<file path="src/rtl/mem_arbiter_pkg.sv">
// Shared definitions for the instruction-fetch / load-store memory arbiter:
// default bus widths and the read-owner state encoding.
package mem_arbiter_pkg;

    localparam int unsigned ADDR_W_DEFAULT = 32;
    localparam int unsigned DATA_W_DEFAULT = 32;

    typedef enum logic [1:0] {
        OWN_IDLE  = 2'd0,
        OWN_RD_IF = 2'd1,
        OWN_RD_EX = 2'd2
    } owner_e;

endpackage

</file>
<file path="src/rtl/mem_arbiter.sv">
// Single-port RAM arbiter between fetch and load/store; load/store has priority
// unless fetch has been denied StarveLimit times in a row.
module mem_arbiter
    import mem_arbiter_pkg::*;
#(
    parameter int unsigned AddrW       = ADDR_W_DEFAULT,
    parameter int unsigned DataW       = DATA_W_DEFAULT,
    parameter int unsigned StarveLimit = 4
) (
    input  logic             clk,
    input  logic             rst,
    input  logic             if_req_i,
    input  logic [AddrW-1:0] if_addr_i,
    output logic             if_gnt_o,
    output logic             if_rvalid_o,
    output logic [DataW-1:0] if_rdata_o,
    input  logic             ex_req_i,
    input  logic             ex_we_i,
    input  logic [AddrW-1:0] ex_addr_i,
    input  logic [DataW-1:0] ex_wdata_i,
    output logic             ex_gnt_o,
    output logic             ex_rvalid_o,
    output logic [DataW-1:0] ex_rdata_o,
    output logic             mem_ce_o,
    output logic             mem_we_o,
    output logic [AddrW-1:0] mem_addr_o,
    output logic [DataW-1:0] mem_wdata_o,
    input  logic [DataW-1:0] mem_rdata_i,
    output logic             hold_if_o
);

    localparam int unsigned CntW = (StarveLimit < 1) ? 1 : $clog2(StarveLimit + 1);
    localparam logic [CntW-1:0] StarveMax = CntW'(StarveLimit);

    owner_e          state_r;
    owner_e          state_next_s;
    logic [CntW-1:0] starve_cnt_r;
    logic [CntW-1:0] starve_cnt_next_s;
    logic            starved_s;
    logic            if_win_s;
    logic            ex_win_s;

    // Grant selection; reset masks every grant so nothing reaches the RAM.
    always_comb begin
        starved_s = (starve_cnt_r == StarveMax);
        if_win_s  = 1'b0;
        ex_win_s  = 1'b0;
        if (rst) begin
            if_win_s = 1'b0;
            ex_win_s = 1'b0;
        end else if (ex_req_i && !(if_req_i && starved_s)) begin
            ex_win_s = 1'b1;
        end else if (if_req_i) begin
            if_win_s = 1'b1;
        end else begin
            if_win_s = 1'b0;
            ex_win_s = 1'b0;
        end
    end

    // RAM port mux driven by the winner.
    always_comb begin
        mem_ce_o    = 1'b0;
        mem_we_o    = 1'b0;
        mem_addr_o  = {AddrW{1'b0}};
        mem_wdata_o = {DataW{1'b0}};
        if (ex_win_s) begin
            mem_ce_o    = 1'b1;
            mem_we_o    = ex_we_i;
            mem_addr_o  = ex_addr_i;
            mem_wdata_o = ex_wdata_i;
        end else if (if_win_s) begin
            mem_ce_o    = 1'b1;
            mem_we_o    = 1'b0;
            mem_addr_o  = if_addr_i;
            mem_wdata_o = {DataW{1'b0}};
        end else begin
            mem_ce_o = 1'b0;
        end
    end

    // Next owner and starvation count, both decided by this cycle's grant.
    always_comb begin
        state_next_s      = OWN_IDLE;
        starve_cnt_next_s = {CntW{1'b0}};
        if (if_win_s) begin
            state_next_s = OWN_RD_IF;
        end else if (ex_win_s && !ex_we_i) begin
            state_next_s = OWN_RD_EX;
        end else begin
            state_next_s = OWN_IDLE;
        end
        if (if_req_i && !if_win_s) begin
            starve_cnt_next_s = starved_s ? starve_cnt_r : (starve_cnt_r + CntW'(1));
        end else begin
            starve_cnt_next_s = {CntW{1'b0}};
        end
    end

    // Owner and starvation registers; a reset drops any read in flight.
    always_ff @(posedge clk or posedge rst) begin
        if (rst) begin
            state_r      <= OWN_IDLE;
            starve_cnt_r <= {CntW{1'b0}};
        end else begin
            state_r      <= state_next_s;
            starve_cnt_r <= starve_cnt_next_s;
        end
    end

    // Route returning RAM data to whoever owned last cycle's read.
    always_comb begin
        if_rvalid_o = 1'b0;
        if_rdata_o  = {DataW{1'b0}};
        ex_rvalid_o = 1'b0;
        ex_rdata_o  = {DataW{1'b0}};
        case (state_r)
            OWN_RD_IF: begin
                if_rvalid_o = 1'b1;
                if_rdata_o  = mem_rdata_i;
            end
            OWN_RD_EX: begin
                ex_rvalid_o = 1'b1;
                ex_rdata_o  = mem_rdata_i;
            end
            default: begin
                if_rvalid_o = 1'b0;
                ex_rvalid_o = 1'b0;
            end
        endcase
    end

    assign if_gnt_o  = if_win_s;
    assign ex_gnt_o  = ex_win_s;
    assign hold_if_o = if_req_i && !if_win_s && !rst;

endmodule
</file>
<file path="config.mk">
export PLATFORM = sky130hd
export DESIGN_NAME = mem_arbiter
export DESIGN_NICKNAME = d
export VERILOG_FILES = /design/src/rtl/mem_arbiter_pkg.sv /design/src/rtl/mem_arbiter.sv
export SDC_FILE = /design/constraint.sdc
export NUM_CORES = 1
export LEC_CHECK = 0
export ABC_CLOCK_PERIOD_IN_PS = 4600
export BUFFER_PORTS_ARGS = -buffer_cell sky130_fd_sc_hd__buf_4
export CAP_MARGIN = 20
export CORE_AREA = 2 2 104 106
export DETAILED_ROUTE_END_ITERATION = 6
export DIE_AREA = 0 0 106 108
export PLACE_DENSITY = 0.49
export SYNTH_ARGS = -nofsm -noshare
export SYNTH_HDL_FRONTEND = slang
export SYNTH_SLANG_ARGS = --single-unit
</file>
<file path="constraint.sdc">
create_clock -name clk -period 4.6 [get_ports clk]
set_input_delay 0 -clock clk [delete_from_list [all_inputs] [get_ports clk]]
set_output_delay 0 -clock clk [all_outputs]
set_load 0.05 [all_outputs]
</file>
; After elaboration in Yosys (flattened, before gate mapping)
; Cells that the tools add are included.
; W data, S select, Z words.
[word_totals]
regBits = 5
latch_bits = 0
mem_bits_rw = 0
rom_bits = 0
inputBits = 133
out_inout_bits = 135
elab_cells = 35
memories = 0
[classes]
addsub = 1
multipliers = 0
n_div = 0
n_lt_le_gt_ge = 0
eq_ne = 4
shift = 0
mux = 19
bitwise_logic = 0
reduce_logical = 9
[ops]
columns = operator, n
row1 = $mux W32, 5
row2 = $mux W1, 10
row3 = $mux W3, 2
row4 = $logic_and A1 B1 Y1, 5
row5 = $logic_not A1 Y1, 4
row6 = $mux W2, 2
row7 = $add A3 B1 Y3 const B, 1
row8 = $eq A3 B3 Y1 const B, 1
row9 = $eq A2 B1 Y1 const B, 1
row10 = $eq A2 B2 Y1 const B, 1
row11 = $ne A2 B2 Y1 const B, 1

; Depth between registers and ports, before layout
; Gate-level depths: netlist of the first run.
[depth]
ltp_word = 9
ltp_mapped = 8
depth_no_buf = 5

; Worst setup path before layout of the first run
; No wires, ideal clock.
[synth_timing]
kind = register -> output
start = register starve_cnt_r[0]
end = output mem_wdata_o[22]
arrival_time_ns = 2.119
required_time_ns = 4.600
slack_ns = 2.481
path_stages_with_launch = 8
cell_sequence = dfrtp_1 -> inv_1 -> ha_1 -> nand3_1 -> and3_1 -> clkbuf_1 -> clkbuf_1 -> and2_1
[synth_between]
elab_chain_len = 7
[synth_lines]
columns = item, line_no
row1 = from (decl), mem_arbiter.sv:37  ; logic [CntW-1:0] starve_cnt_r;
row2 = from (signal assigned), mem_arbiter.sv:104  ; starve_cnt_r <= {CntW{1'b0}};
row3 = from (signal assigned), mem_arbiter.sv:107  ; starve_cnt_r <= starve_cnt_next_s;
row4 = $eq A3 B3 Y1, mem_arbiter.sv:45  ; starved_s = (starve_cnt_r == StarveMax);
row5 = $logic_and A1 B1 Y1, mem_arbiter.sv:51  ; end else if (ex_req_i && !(if_req_i && starved_s)) begin
row6 = $logic_not A1 Y1, mem_arbiter.sv:51
row7 = $logic_and A1 B1 Y1, mem_arbiter.sv:51
row8 = $mux W1, mem_arbiter.sv:51
row9 = $mux W1, mem_arbiter.sv:48  ; if (rst) begin
row10 = net ex_gnt_o, mem_arbiter.sv:21  ; output logic ex_gnt_o,
row11 = $mux W32, mem_arbiter.sv:67  ; if (ex_win_s) begin
row12 = to (decl), mem_arbiter.sv:27  ; output logic [DataW-1:0] mem_wdata_o,
; The timed path passes the listed nets, and every way through them passes these cells.

; Worst setup path in the final report of the first run
[layout_timing]
start = register starve_cnt_r[0]
end = output mem_addr_o[13]
[layout_between]
elab_chain_len = 8
elab_cells_between_ends = 10
[layout_lines]
columns = item, line_no
row1 = $eq A3 B3 Y1 *, mem_arbiter.sv:45
row2 = $logic_and A1 B1 Y1 *, mem_arbiter.sv:51
row3 = $logic_not A1 Y1 *, mem_arbiter.sv:51
row4 = $logic_and A1 B1 Y1 *, mem_arbiter.sv:51
row5 = $mux W1, mem_arbiter.sv:51
row6 = $mux W1, mem_arbiter.sv:48
row7 = $mux W32, mem_arbiter.sv:72  ; end else if (if_win_s) begin
row8 = $mux W32 *, mem_arbiter.sv:67
row9 = to (decl), mem_arbiter.sv:26  ; output logic [AddrW-1:0] mem_addr_o,
; Every way passes the cells marked *; elsewhere a longest branch is shown, timed or not.

==> results of run 1 <==
==> cells by family (layout without fill, tap and decap cells) <==
family	Yosys count	count (layout)	share of synthesized area
flops	5	5	0.0980
fa+ha+maj	2	2	0.0196
mux	1	1	0.00882
simple gates	111	111	0.539
buf+inv	21	280	0.0833
compound gates	38	38	0.251
==> layout make-up <==
| type | count | area share |
|---|---|---|
| Multi-Input combinational cell | 152 | 0.302 |
| Inverter | 3 | 0.00325 |
| Sequential cell | 5 | 0.0361 |
| Clock buffer | 4 | 0.0130 |
| Tap cell | 136 | 0.0491 |
| Timing Repair Buffer | 273 | 0.597 |
==> how the worst max path moves through the flow <==
| stage | from | endpoint |
|---|---|---|
| 3_5_place_dp | starve_cnt_r[0] | mem_addr_o[9] |
| 3_3_place_gp | starve_cnt_r[0] | mem_addr_o[9] |
| 2_1_floorplan | starve_cnt_r[0] | mem_wdata_o[22] |
| 5_1_grt | starve_cnt_r[0] | mem_addr_o[31] |
| 4_1_cts | starve_cnt_r[0] | mem_addr_o[9] |
| 6_report | starve_cnt_r[0] | mem_addr_o[13] |
==> power by group through the flow <==
| stage | logic, mW | registers (mW) | clock network [mW] |
|---|---|---|---|
| floorplan | 0.228 | 0.0485 | 0 |
| global placement | 0.399 | 0.0488 | 0 |
| detailed placement | 0.401 | 0.0489 | 0 |
| CTS | 0.402 | 0.0484 | 0.0823 |
| global route | 0.420 | 0.0487 | 0.0855 |
| finish | 0.400 | 0.0484 | 0.0794 |
==> registers in the layout, indices dropped and copies added, names as in the netlist <==
signal        flops
state_r           2
starve_cnt_r      3
==> cell usage in the layout (no fill, tap or decap) <==
| master | count |
|---|---|
| buf_4 | 270 |
| nor2b_1 | 3 |
| and2_1 | 97 |
| nor2_1 | 3 |
| a21oi_2 | 1 |
| clkbuf_8 | 3 |
| inv_1 | 3 |
| o21ai_0 | 3 |
| nand2b_1 | 1 |
| nand2_1 | 1 |
| clkbuf_1 | 1 |
| and4_1 | 1 |
| o2111ai_1 | 1 |
| nand3_1 | 1 |
| a211oi_1 | 1 |
| dlygate4sd3_1 | 2 |
| dfrtp_1 | 5 |
| mux2_2 | 1 |
| nand4b_1 | 1 |
| ha_1 | 2 |
| a22o_1 | 32 |
| and3_2 | 1 |
| nand4_1 | 2 |
| buf_12 | 1 |
==> layer usage <==
layer	vias up	global-route usage	wire, µm
li1	1120	-	-
met1	989	0.146	3110
met2	161	0.248	4400
met3	8	0.0615	1190
met4	0	0.0226	116
met5	-	0	0
==> timing repair <==
item | CTS | global route
hold buffers | 2 | 0
endpoints found under the setup margin | 0 | 0
hold endpoints to repair | 6 | 0
resized for setup | 0 | 0
==> impl_metrics.csv, run 1 <==
group,metric,value,unit
timing,finalMaxSlewViolations,0,
drt,routed_wirelength,8.82,mm
logic_synthesis,async_flop_share,1.00,
drt,first_pass_iters,4,
worst_setup_path,critPathLaunchType,"flip-flop",
floorplan,die_area,0.0114,mm²
logic_synthesis,synth-seq-cells,5,
floorplan,rows,37,
worst_setup_path,crit_path_max_fanout,27,
run_status,status,"complete, no violations",
pwr,p_total,527,µW
floorplan,core_area,0.0102,mm²
cells_and_area,final_core_util,0.339,
drt,drcViolationCount,0,
grt,grt_pass1_wl,12.1,mm
worst_setup_path,cp.depth,7,
placed_design,place_congestion,0.785,
worst_setup_path,arrival,2.26,ns
logic_synthesis,synth_area_leaders,"and2_1 48%, a22o_1 22%, dfrtp_1 9.8%",
timing,hold_viol,0,
logic_synthesis,ys_warn_count,0,
worst_setup_path,critPathKind,"flip-flop to output port",
logic_synthesis,postSynthAreaPerCell,7.17,µm²
pwr,power_frac_comb,0.758,
pwr,irDropWorstVdd,0.0773,mV
clock_tree,postCtsSetupBuffers,0,
floorplan,start_util,0.125,
grt,grt-ovfl-total,0,
placed_design,dp.cells,566,
placed_design,place_ws,2.34,ns
timing,rsz0062_at_grt,"no",
worst_setup_path,slowest_stage,"a21oi_2",
clock_tree,cts_buffers,3,
clock_tree,clk_pin_slew,0.03,ns
worst_hold_path,hold_depth,2,
pwr,swShare,0.493,
cells_and_area,finalNetCount,573,
worst_setup_path,r2r_slack,3.08,ns
timing,tns,0,ns
pwr,power_density,152,mW/mm²
timing,layout_setup_ws,2.34,ns
drt,via_count,2278,
cells_and_area,seq_area,125,µm²
pwr,clkPwrFrac,0.151,
logic_synthesis,syn_area,0.00128,mm²
timing,fin_hold_ws,0.0902,ns
drt,post_drt_wl_per_cell,15.4,µm
logic_synthesis,syn_inst,178,
worst_setup_path,slowest_delay,0.42,ns
worst_setup_path,crit_chain,"inv_1, ha_1, nand2_1, a21oi_2, buf_4, a22o_1, buf_4",
drt,drtIter0Drc,115,
drt,via_per_inst,3.98,
clock_tree,cts_root_buf,"clkbuf_8",
logic_synthesis,yosys-top-cells-count,"97 x and2_1, 32 x a22o_1, 8 x clkbuf_1, 5 x buf_2, 5 x dfrtp_1",
timing,setup_violations,0,
cells_and_area,antenna_cells,0,
floorplan,io_pins,268,
cells_and_area,stdcell_area,0.00346,mm²
timing,relSlewSlack,0.693,
cells_and_area,layout-drive-gt1-share,0.634,
placed_design,io_buffers,267,
grt,grt_pass1_vias,2199,
logic_synthesis,synth_edf_count,0,
clock_tree,cts_tree,"done",
logic_synthesis,synth_ff_type,"dfrtp_1",
logic_synthesis,ys_types,24,
cells_and_area,multi_input_area,0.00105,mm²
timing,tightest_slew,0.460,ns
timing,fin_crit_sh,0.491,
run,maxCapViolations,0,
placed_design,dp_hpwl,7.79,mm
logic_synthesis,yosysSeqAreaShare,0.0980,
worst_hold_path,min_to,"state_r[0]",
pwr,p_int,267,µW
worst_setup_path,endpoint_kind,"output port",
clock_tree,clock_path_buffers,2,
worst_setup_path,worstRegToRegCells,6,
worst_hold_path,hold_start,"ex_req_i",
drt,drtAntennaViolNets,0,
logic_synthesis,yosysMostFrequentCell,"and2_1",
worst_setup_path,worstPathRequired,4.60,ns
clock_tree,htree_levels,1,
logic_synthesis,syn-num-nets,313,
worst_setup_path,crit_family,"buffers and inverters",
clock_tree,clk_latency,0.22,ns
grt,grt.total_usage,0.135,
placed_design,placed_area,0.00338,mm²
pwr,switching_power,260,µW
floorplan,die_w,106,µm
cells_and_area,final_cell_count_no_fill,573,
timing,clock_skew,0.00174,ns
grt,grt_start_max_net_pins,68,
logic_synthesis,yosys.area.top_type,"and2_1",
logic_synthesis,yosys.area.top_type_share,0.475,
timing,min_period,2.26,ns
worst_setup_path,crit_buf_inv,3,
grt,antenna_found_initial,0,
worst_setup_path,r2r-start,"starve_cnt_r[0]",
worst_setup_path,cpMostUsedCell,"buf_4",
cells_and_area,areaGrowthSynthToFinish,171,%
timing,fmax,443,MHz
floorplan,die_h,108,µm
worst_hold_path,hp-class,"input pin to flip-flop",
clock_tree,clock_sinks,5,
cells_and_area,fill_cells,1083,
worst_setup_path,r2r-end,"state_r[1]",
pwr,leakage,1.93,nW
pwr,power_frac_seq,0.092,
Note: power is estimated with default switching activity, not from simulation.
==> run 2: changes to the inputs <==
==> config.mk (replaced) <==
export PLATFORM = sky130hd
export DESIGN_NAME = mem_arbiter
export DESIGN_NICKNAME = d
export VERILOG_FILES = /design/src/rtl/mem_arbiter_pkg.sv /design/src/rtl/mem_arbiter.sv
export SDC_FILE = /design/constraint.sdc
export NUM_CORES = 1
export LEC_CHECK = 0
export ABC_AREA = 1
export ABC_CLOCK_PERIOD_IN_PS = 2100
export BUFFER_PORTS_ARGS = -buffer_cell sky130_fd_sc_hd__buf_4
export CAP_MARGIN = 20
export CORE_AREA = 2 2 105 107
export DETAILED_ROUTE_END_ITERATION = 6
export DIE_AREA = 0 0 107 109
export PLACE_DENSITY = 0.5
export SYNTH_ARGS = -nofsm -noshare
export SYNTH_HDL_FRONTEND = slang
export SYNTH_SLANG_ARGS = --single-unit
==> constraint.sdc (replaced) <==
create_clock -name clk -period 2.1 [get_ports clk]
set_input_delay 0 -clock clk [delete_from_list [all_inputs] [get_ports clk]]
set_output_delay 0 -clock clk [all_outputs]
set_load 0.05 [all_outputs]
==> run 2 against run 1 <==
Non-clock buffer count down 1. Power grew 130%. Area after synthesis up 10%. Count of clock-buffer cells in the layout stayed put. Flip-flop and latch count is the same. Critical path depth grew 2. Cell count increased by 25%. Via count up 15%. Clock power is 120% higher. Design area rose by 3.7%.
==> impl_metrics.csv, run 2 <==
group,metric,value,unit
drt,drtIter0Drc,101,
logic_synthesis,syn_area,0.00141,mm²
timing,hold_viol,0,
logic_synthesis,syn-num-nets,448,
placed_design,dp.cells,707,
timing,fin_hold_ws,0.0586,ns
pwr,leakage,2.44,nW
clock_tree,htree_levels,1,
worst_hold_path,hp-class,"input pin to flip-flop",
timing,rsz0062_at_grt,"no",
timing,fmax,526,MHz
placed_design,place_congestion,0.814,
drt,drtAntennaViolNets,0,
grt,grt.total_usage,0.111,
clock_tree,cts_tree,"done",
floorplan,die_h,109,µm
logic_synthesis,yosys-top-cells-count,"103 x nor2_1, 98 x nand2_1, 75 x inv_1, 6 x clkbuf_1",
floorplan,die_w,107,µm
clock_tree,clk_pin_slew,0.03,ns
logic_synthesis,ys_warn_count,0,
grt,grt_pass1_vias,2467,
grt,grt_start_max_net_pins,36,
logic_synthesis,async_flop_share,1.00,
cells_and_area,final_cell_mix,"269 x buf_4, 102 x nor2_1, 98 x nand2_1, 75 x inv_1",
cells_and_area,layout-drive-gt1-share,0.495,
run,maxCapViolations,0,
clock_tree,cts_root_buf,"clkbuf_8",
timing,min_period,1.90,ns
logic_synthesis,yosysSeqAreaShare,0.0890,
placed_design,place_ws,0.405,ns
pwr,power_density,341,mW/mm²
logic_synthesis,ys_types,19,
clock_tree,clk_latency,0.22,ns
drt,post_drt_wl_per_cell,10.2,µm
cells_and_area,reg.largest.list,"starve_cnt_r (3), state_r (2)",
grt,grt-ovfl-total,0,
cells_and_area,layout_commonest_cell,"buf_4",
timing,finalMaxSlewViolations,0,
cells_and_area,fill_cells,1154,
floorplan,core_area,0.0106,mm²
logic_synthesis,yosys.area.top_type_share,0.275,
floorplan,start_util,0.133,
timing,setup_violations,0,
cells_and_area,antenna_cells,0,
cells_and_area,finalNetCount,710,
drt,drcViolationCount,0,
logic_synthesis,synth_edf_count,0,
cells_and_area,areaGrowthSynthToFinish,156,%
grt,antenna_found_initial,0,
logic_synthesis,postSynthAreaPerCell,4.49,µm²
floorplan,rows,38,
drt,routed_wirelength,7.29,mm
grt,grt_pass1_wl,10.6,mm
worst_setup_path,crit_chain,"inv_1, ha_1, nand3_2, nand2_4, nor2_8, buf_4, nand2_1, nand2_1, buf_4",
timing,tightest_slew,0.357,ns
placed_design,dp_hpwl,6.20,mm
logic_synthesis,synth-seq-cells,5,
drt,first_pass_iters,4,
cells_and_area,final_cell_count_no_fill,714,
drt,via_count,2622,
logic_synthesis,yosys.area.top_type,"nor2_1",
worst_setup_path,arrival,1.90,ns
worst_setup_path,slowest_stage,"dfrtp_1",
worst_setup_path,crit_path_max_fanout,26,
clock_tree,clock_path_buffers,2,
clock_tree,cts_buffers,3,
placed_design,io_buffers,267,
logic_synthesis,synth_ff_type,"dfrtp_1",
worst_setup_path,worstPathRequired,2.10,ns
timing,clock_skew,0.000462,ns
floorplan,io_pins,268,
run_status,status,"complete, no violations",
clock_tree,clock_sinks,5,
timing,fin_crit_sh,0.905,
drt,via_per_inst,3.67,
logic_synthesis,syn_inst,313,
worst_setup_path,endpoint_kind,"output port",
timing,layout_setup_ws,0.200,ns
timing,tns,0,ns
timing,relSlewSlack,0.762,
cells_and_area,seq_area,125,µm²
logic_synthesis,yosysMostFrequentCell,"nor2_1",
cells_and_area,multi_input_area,886,µm²
worst_setup_path,slowest_delay,0.38,ns
worst_setup_path,critPathKind,"flip-flop to output port",
cells_and_area,regMostFlops,"starve_cnt_r",
pwr,irDropWorstVdd,0.148,mV
floorplan,die_area,0.0117,mm²
cells_and_area,largest_reg_flops,3,
clock_tree,cts_resized,0,
worst_setup_path,critPathLaunchType,"flip-flop",
logic_synthesis,synth_area_leaders,"nor2_1 28%, nand2_1 26%, inv_1 20%",
run 2: changes by cell type in the layout (fill, tap and decap cells not counted), sizes merged, moves of 2 or more:
cell | previous run | this run
nand4 | 2 | 0
inv | 3 | 77
and2 | 97 | 0
nor2b | 3 | 0
nand2 | 1 | 104
nor2 | 3 | 104
a22o | 32 | 0
run 2: final timing paths:
check                             endpoint  slack (ns)  cells after the start       startpoint
setup / recovery            mem_addr_o[23]        0.20                      9  starve_cnt_r[0]
hold / removal             starve_cnt_r[2]        0.06                      3         if_req_i
setup reg to reg                state_r[1]        0.71                      7  starve_cnt_r[0]
hold reg to reg            starve_cnt_r[1]        0.52                      2  starve_cnt_r[1]
max in group asynchronous       state_r[1]        1.61                      3              rst
min in group asynchronous  starve_cnt_r[1]        0.31                      3              rst
run 2: logic make-up (layout without fill, tap and decap cells):
| kind of cell | count (synthesis) | after routing | synth area share |
|---|---|---|---|
| buf+inv | 92 | 353 | 0.282 |
| fa+ha+maj | 2 | 2 | 0.0178 |
| simple gates | 210 | 210 | 0.592 |
| flops | 5 | 5 | 0.0890 |
| compound gates | 3 | 3 | 0.0125 |
| xor+xnor | 1 | 1 | 0.00623 |
run 2: area by class of cell:
| type | instances | share of cell area |
|---|---|---|
| well taps | 140 | 0.0488 |
| repair buffers | 272 | 0.575 |
| multi-input cells | 216 | 0.247 |
| inverters | 77 | 0.0819 |
| flip-flops and latches | 5 | 0.0348 |
| clock buffers | 4 | 0.0125 |
run 2: what timing repair did:
item                      in CTS  in global routing
buffers inserted               0                  0
hold endpoints to repair       6                  0
hold buffers                   2                  0
run 2: per-layer routing:
metal	vias to the layer above	track usage	share of wire
met3	2	0.0263	0.11
met2	156	0.234	0.54
met5	-	0	0
met1	1088	0.107	0.35
li1	1376	-	-
met4	0	0.0250	0.0058
run 2: critical path: cells and delay by family (launching register included):
family / cells / cell delay (ns)
adder cells (fa/ha/maj): 1 / 0.21
buffers and inverters: 3 / 0.55
flip-flops: 1 / 0.38
AND/OR/NAND/NOR: 5 / 0.53
run 2: power breakdown:
part           switching [mW]  internal [mW]  total (mW)
sequential            0.00618          0.104       0.110
combinational           0.594          0.347       0.941
clock                  0.0425          0.130       0.172
total                   0.643          0.581        1.22
run 2: through the flow:
step | utilization | instance area, µm² | total power [mW]
floorplan | - | 1410 | 0.665
global placement | 0.330 | 3500 | 1.05
detailed placement | 0.330 | 3500 | 1.05
CTS | 0.336 | 3560 | 1.23
global route | 0.339 | 3590 | 1.29
finish | 0.339 | 3590 | 1.22
